[config.mk]
export PLATFORM = sky130hd
export DESIGN_NAME = cdc_hs_sender
export DESIGN_NICKNAME = d
export VERILOG_FILES = /design/src/rtl/cdc_hs_sender.sv
export SDC_FILE = /design/constraint.sdc
export NUM_CORES = 1
export LEC_CHECK = 0
export BUFFER_PORTS_ARGS = -buffer_cell sky130_fd_sc_hd__buf_4
export CORE_MARGIN = 10
export CORE_UTILIZATION = 53
export DETAILED_ROUTE_END_ITERATION = 6
export GPL_ROUTABILITY_DRIVEN = 0
export PLACE_DENSITY = 0.8
export SLEW_MARGIN = 20
export SYNTH_ARGS = -nofsm -noshare
export SYNTH_HDL_FRONTEND = slang
export SYNTH_SLANG_ARGS = --single-unit
[constraint.sdc]
create_clock -name clk -period 3.3 [get_ports clk]
set_input_delay 0.66 -clock clk [delete_from_list [all_inputs] [get_ports clk]]
set_output_delay 0.66 -clock clk [all_outputs]
set_load 0.05 [all_outputs]
[src/rtl/cdc_hs_sender.sv]
// ---------------------------------------------------------------------------
// cdc_hs_sender
//
// Source-domain half of a four-phase req/ack clock-domain crossing.
//
// A word offered on the local valid/ready interface is captured into a
// register and launched toward the foreign domain by raising req_out. The
// foreign side answers on ack_async, which is brought in through a chain of
// SYNC_STAGES flops. The handshake then completes in four phases:
//   req 0->1, ack 0->1, req 1->0, ack 1->0
// Only after the synchronized ack has returned low does the block go back to
// IDLE and accept the next word. data_out is loaded only on an accepting
// edge, so it is stable for the whole handshake and beyond.
//
// A wait counter measures how long the block has been sitting in one wait
// state. When it reaches TIMEOUT cycles, the sticky timeout_err flag sets.
// The handshake is never aborted; the flag is only a stall indicator.
//
// Valid/ready contract (local side):
//   A word transfers on a rising clk edge where in_valid & in_ready are both
//   high. in_ready does not depend on in_valid. A source that sees in_ready
//   low must keep in_valid and in_data steady until the transfer edge.
//
// Parameters:
//   WIDTH        data word width (>= 1)
//   SYNC_STAGES  flops in the ack_async synchronizer (>= 2)
//   TIMEOUT      wait cycles before timeout_err sets; 0 disables the counter
//
// Ports:
//   clk          in   single clock, all logic on posedge
//   reset        in   synchronous, active-high reset
//   in_valid     in   local word offered
//   in_data      in   local word
//   in_ready     out  block can accept a word this cycle
//   req_out      out  registered request toward the foreign domain
//   data_out     out  registered data, stable for the whole handshake
//   ack_async    in   acknowledge from the foreign domain (asynchronous)
//   busy         out  handshake in progress (state is not IDLE)
//   timeout_err  out  sticky stall flag
//   err_clr      in   clears timeout_err on the next edge
//   state_dbg    out  current FSM state, for observation only
// ---------------------------------------------------------------------------
module cdc_hs_sender #(
   parameter int WIDTH       = 8,
   parameter int SYNC_STAGES = 2,
   parameter int TIMEOUT     = 64
) (
   input  logic             clk,
   input  logic             reset,
   input  logic             in_valid,
   input  logic [WIDTH-1:0] in_data,
   output logic             in_ready,
   output logic             req_out,
   output logic [WIDTH-1:0] data_out,
   input  logic             ack_async,
   output logic             busy,
   output logic             timeout_err,
   input  logic             err_clr,
   output logic [1:0]       state_dbg
);

   // ------------------------------------------------------------------------
   // FSM encoding
   // ------------------------------------------------------------------------
   localparam logic [1:0] IDLE   = 2'd0;
   localparam logic [1:0] REQ_HI = 2'd1;
   localparam logic [1:0] REQ_LO = 2'd2;

   logic [1:0] state;
   logic [1:0] state_nxt;
   logic       accept;
   logic       in_wait;
   logic       state_chg;

   // ------------------------------------------------------------------------
   // ack synchronizer
   // Plain shift chain. ack_async feeds stage 0 and nothing else, so the only
   // flop that can go metastable is stage 0. The FSM looks at the last stage.
   // ------------------------------------------------------------------------
   logic [SYNC_STAGES-1:0] ack_sync_q;
   logic                   ack_sync;

   always_ff @(posedge clk) begin
      if (reset) begin
         ack_sync_q <= '0;
      end else begin
         ack_sync_q <= {ack_sync_q[SYNC_STAGES-2:0], ack_async};
      end
   end

   assign ack_sync = ack_sync_q[SYNC_STAGES-1];

   // ------------------------------------------------------------------------
   // Local interface
   // A stale ack (ack_sync still high while IDLE) holds off acceptance.
   // Otherwise the new req rise could be mistaken by the receiver for the
   // tail of the previous handshake.
   // ------------------------------------------------------------------------
   assign in_ready = (state == IDLE) & ~ack_sync & ~reset;
   assign busy     = (state != IDLE);
   assign state_dbg = state;

   // ------------------------------------------------------------------------
   // Next-state logic
   // ------------------------------------------------------------------------
   always_comb begin
      state_nxt = state;
      accept    = 1'b0;
      case (state)
         IDLE: begin
            if (in_valid && in_ready) begin
               accept    = 1'b1;
               state_nxt = REQ_HI;
            end
         end
         REQ_HI: begin
            if (ack_sync) begin
               state_nxt = REQ_LO;
            end
         end
         REQ_LO: begin
            if (!ack_sync) begin
               state_nxt = IDLE;
            end
         end
         default: begin
            state_nxt = IDLE;
         end
      endcase
   end

   assign in_wait   = (state == REQ_HI) || (state == REQ_LO);
   assign state_chg = (state_nxt != state);

   // ------------------------------------------------------------------------
   // State, request and data registers
   // req_out comes straight from a flop so the foreign domain never sees a
   // combinational glitch on it. data_out is loaded only on an accepting
   // edge and is cleared by reset, so an interrupted word is not resent.
   // ------------------------------------------------------------------------
   always_ff @(posedge clk) begin
      if (reset) begin
         state    <= IDLE;
         req_out  <= 1'b0;
         data_out <= '0;
      end else begin
         state <= state_nxt;
         if (accept) begin
            data_out <= in_data;
            req_out  <= 1'b1;
         end else if ((state == REQ_HI) && ack_sync) begin
            req_out <= 1'b0;
         end
      end
   end

   // ------------------------------------------------------------------------
   // Stall detection
   // ------------------------------------------------------------------------
   generate
      if (TIMEOUT > 0) begin : gen_timeout
         localparam int CW = $clog2(TIMEOUT + 1);

         logic [CW-1:0] wait_cnt;
         logic          err_set;

         // Set on the edge that completes the TIMEOUT-th cycle spent in
         // one wait state.
         assign err_set = in_wait && (wait_cnt == CW'(TIMEOUT - 1));

         always_ff @(posedge clk) begin
            if (reset) begin
               wait_cnt    <= '0;
               timeout_err <= 1'b0;
            end else begin
               // The count restarts on every state change and on err_clr,
               // so a cleared flag re-arms for a full TIMEOUT period of
               // continued stalling. It saturates at TIMEOUT so a long
               // stall cannot wrap around and fire twice.
               if (state_chg || err_clr) begin
                  wait_cnt <= '0;
               end else if (in_wait && (wait_cnt != CW'(TIMEOUT))) begin
                  wait_cnt <= wait_cnt + CW'(1);
               end

               // A set on the same edge as a clear wins.
               if (err_set) begin
                  timeout_err <= 1'b1;
               end else if (err_clr) begin
                  timeout_err <= 1'b0;
               end
            end
         end
      end else begin : gen_no_timeout
         logic unused_timeout;

         assign unused_timeout = err_clr ^ in_wait ^ state_chg;

         always_ff @(posedge clk) begin
            timeout_err <= 1'b0;
         end
      end
   endgenerate

endmodule

-- Yosys cells after proc, flatten, opt, wreduce, memory -nomap -nowiden
Index checks and enable logic that the tools add are counted.
- word-level logic and storage cells: 37
- bits of input ports: 13
- register bits after elaboration: 21
- output and inout port bits: 14
- reduce and logical (&&, ||, !) cells: 11
- add/sub/neg operators: 1
- equal/unequal tests: 5
- mux-type cells: 10
- bitwise operators: 4
- operators by type and width (operator ; number):
    $add 7x1->7 const B ; 1
    $eq 7x6->1 const B ; 1
    $ne 7x7->1 const B ; 1
    $mux 1 ; 6
    $mux 2 ; 3
    $pmux 2 s3 ; 1
    $reduce_bool 2->1 ; 3
    $logic_and 1x1->1 ; 4
    $and 1x1->1 ; 2
    $eq 2x1->1 const B ; 1
    $eq 2x2->1 const B ; 1
    $logic_not 2->1 ; 1
    $logic_or 1x1->1 ; 2
    $ne 2x2->1 ; 1
    $not 1->1 ; 2
    $reduce_or 2->1 ; 1

-- Logic depth before layout (Yosys ltp)
- depth in word-level cells: 9
- gate-level depth with buffers: 6
- depth with buffers taken out: 6

-- Worst setup path before layout
No wires, ideal clock.
- kind: reg2reg
- from: reg state[0], in the netlist state_dbg[0]
- to: reg state[1], in the netlist state_dbg[1]
- arrival time: 2.180 ns
- data required time: 3.168 ns
- clock period less this slack: 2.312 ns
- path slack: 0.988 ns
- stages on the path, launching flop included: 7
- path through: dfxtp_1 inv_1 ha_1 nor3b_2 nand2_2 a221oi_1 a2111oi_0
- longest elaborated chain between the ends: 6
- elaborated cells on any way between the ends: 8
- those cells by class: 2 x eq/ne; 2 x mux; 2 x bitwise; 2 x reduce/logical
- ends and longest elaborated chain (item ; RTL line ; text):
    from (decl) ; 69 ; logic [1:0] state;
    from (signal assigned) ; 147 ; state <= state_nxt;
    $logic_not 2->1 ; 99 ; assign in_ready = (state == IDLE) & ~ack_sync & ~reset;
    $and 1x1->1 (2 in a row) ; 99 ;
    named net in_ready ; 52 ; output logic in_ready,
    $logic_and 1x1->1 ; 111 ; if (in_valid && in_ready) begin
    $mux 2 ; 111 ;
    $pmux 2 s3 ; 109 ; case (state)
The timed path passes the listed nets, and every way through them passes these cells.
A chain may end at the register's enable or synchronous reset.

-- Worst setup path in the final report
- from: reg state[0], in the netlist state_dbg[0]
- to: out in_ready
- longest elaborated chain between the ends: 3
- ends and longest elaborated chain (item ; RTL line):
    $logic_not 2->1 ; 99
    $and 1x1->1 (2 in a row) ; 99
    to (decl) ; 52
No other way between the ends.

==> out/metrics.yaml <==
cells_and_area:
  finalNetCount: 153
  antenna_cells: 0
  final_area_sq_mm: 0.00116
  syn_to_final_growth_pct: 25.1
  drive_above_1_share_pct: 27.1
clock_network:
  clock_path_buffers: 2
  cts_resized: 0
  cts_tree: "done"
  clk_pin_slew_ns: 0.12
  cts_setup_buffers: 0
  worstSkewPairLatency_ns: 0.30
  cts_buffers: 3
  root_buffer: "clkbuf_4"
  cts.sinks: 21
  ctsHoldBuffers: 0
  htree_num_levels: 1
synthesis:
  ys_seq_elements: 21
  synth.top_cell.area_share_pct: 45.3
  synth.largest_area_cell: "dfxtp_1"
  syn-num-nets: 125
  synth_flop_cell: "dfxtp_1"
  syn-mean-instance-area_sq_um: 8.76
  synth_edf_count: 0
  yosys_warnings: 0
  synth_area_sq_um: 928
  ys_seq_area_share_pct: 45.3
  synth_most_common_cell: "dfxtp_1"
  synth.area.top_cells: "dfxtp_1, ha_1, nand2_1"
  synth_commonest_cells: "dfxtp_1, nand2_1, nor2_1, a21oi_1"
  synthArstFlopShare_pct: 0
  synth_cell_types: 27
  netlist_instances: 106
global_routing:
  gr-total-overflow: 0
  grt_pass1_vias: 785
  grtUsageTotal_pct: 11.2
  antenna_found_initial: 0
  grt_max_degree: 18
  grt_pass1_wl_um: 3290
sta:
  setup_tns_ns: 0
  finalCritPeriodShare_pct: 65.8
  tightest_slew_ns: 0.605
  slew_violations: 0
  skew_ns: 0.00567
  fin_crit_ns: 2.17
  fmax_mhz: 460
  setup_viol: 0
  rsz0062_at_grt: "false"
  setup_slack_ns: 1.13
  max_slew_margin_pct: 59.6
  hold_viol: 0
critical_path:
  critPathArrivalTime_ns: 1.51
  required_ns: 2.64
  worstSetupStartpointType: "flip-flop"
  path_class: "flip-flop to output pin"
  crit_fanout: 6
  cp-end-kind: "output pin"
  crit_start: "state_dbg[0]"
  r2r-start: "state_dbg[0]"
placed_design:
  port-buffer-count: 26
  pre_cts_ws_ns: 1.35
  dpl.hpwl_um: 1570
  post_dp_cell_area_sq_mm: 0.00113
power_and_ir_drop:
  seq_power_share_pct: 55.2
  sw_frac_of_total_pct: 29.5
  ir_worst_vdd_mv: 0.305
  leakage_uw: 0.000513
  p_per_area_mw_per_mm2: 418
  p_clk_share_pct: 25.1
  p_sw_uw: 143
  p_int_uw: 342
  combPwrFrac_pct: 19.6
route:
  drt-vias-per-instance: 5.25
  drt-pass1-iter-count: 4
  vias: 788
  drt-initial-drc-count: 13
  avgRoutedWirePerCell_um: 13.3
  routed_wl_um: 2000
  postRouteAntennaNets: 0
  drc_errors: 0
run:
  cap_violations: 0
min_path:
  hp-class: "flip-flop to flip-flop"
  min_from: "ack_sync_q[0]"
die:
  row_count: 15
  initial_utilization_pct: 55.0
  io_pins: 27
  die_area_sq_mm: 0.00383
  die_height_um: 61.9
  coreArea_sq_mm: 0.00169
  chipWidth_um: 61.9
run_status:
  status: "finished, final reports clean"
cell type report:
cell class	count	area [sq um]
Clock buffer	3	22.5
Clock inverter	1	5.00
Fill cell	145	528
Inverter	6	22.5
Multi-Input combinational cell	75	467
Sequential cell	21	420
Tap cell	17	21.3
Timing Repair Buffer	27	203
worst paths after layout:
path              slack, ns             to  cells past startpoint
setup / recovery       1.13       in_ready                      4
hold / removal         0.47  ack_sync_q[1]                      1
setup reg to reg       1.50   state_dbg[1]                      6
hold reg to reg        0.47  ack_sync_q[1]                      1
through the flow:
step,hold WS (ns),utilization [%],instances,total power [uW]
after detailed placement,0.449,67.1,146,370
final,0.467,68.7,150,485
after global routing,0.475,68.7,150,506
after floorplan,0.414,-,106,337
after global placement,0.424,67.1,146,368
after CTS,0.465,68.7,150,489
power by group through the flow:
stage	Clock [uW]	Sequential (uW)	Combinational, uW
final	122	268	95.2
after global routing	134	269	103
after CTS	125	268	96.1
after detailed placement	0	274	95.8
after global placement	0	273	94.6
after floorplan	0	295	41.5
metal layers:
layer | GRT usage (%) | routed length [um] | up-vias
met5 | 0 | 0 | -
met4 | 4.78 | 34 | 0
met3 | 3.46 | 67 | 4
met2 | 18.3 | 1020 | 11
met1 | 13.2 | 878 | 364
li1 | - | - | 409
cell families (layout without fill, tap and decap cells):
kind of cell    count (synthesis)  in the layout  share of synthesized area [%]
simple gates                   44             44                           22.6
flops                          21             21                           45.3
compound gates                 17             17                           11.7
buf+inv                        10             37                           4.45
fa+ha+maj                       6              6                           8.09
xor+xnor                        6              6                           5.66
mux                             2              2                           2.16
cell usage in the layout, fill, tap and decap left out:
cell and n:
xor2_1 5, o31ai_1 1, and3_2 1, a21oi_1 10, nor3b_2 1, a2bb2oi_1 1
clkinv_2 1, a2111oi_0 1, ha_1 6, inv_1 6, buf_4 27, nor2_1 13
o2111ai_1 1, nand4_1 4, xnor2_1 1, mux2i_1 2, nand2_2 1, nor2b_1 2
nor4bb_1 1, nor3_1 1, clkbuf_4 3, a221oi_1 1, or4_4 1, o211ai_1 1
o21ai_2 1, nand2_1 19, dfxtp_1 21
worst max-delay path: stages (launching register included):
cell and delay [ns]:
dfxtp_1 0.38, inv_1 0.12, ha_1 0.23, nor3b_2 0.24, buf_4 0.23
state kept, by name (all words and copies together), names as in the netlist:
| signal | count |
|---|---|
| gen_timeout.wait_cnt | 7 |
| timeout_err | 1 |
| data_out | 8 |
| state_dbg | 2 |
| req_out | 1 |
| ack_sync_q | 2 |
Note: power is estimated with default switching activity, not from simulation.
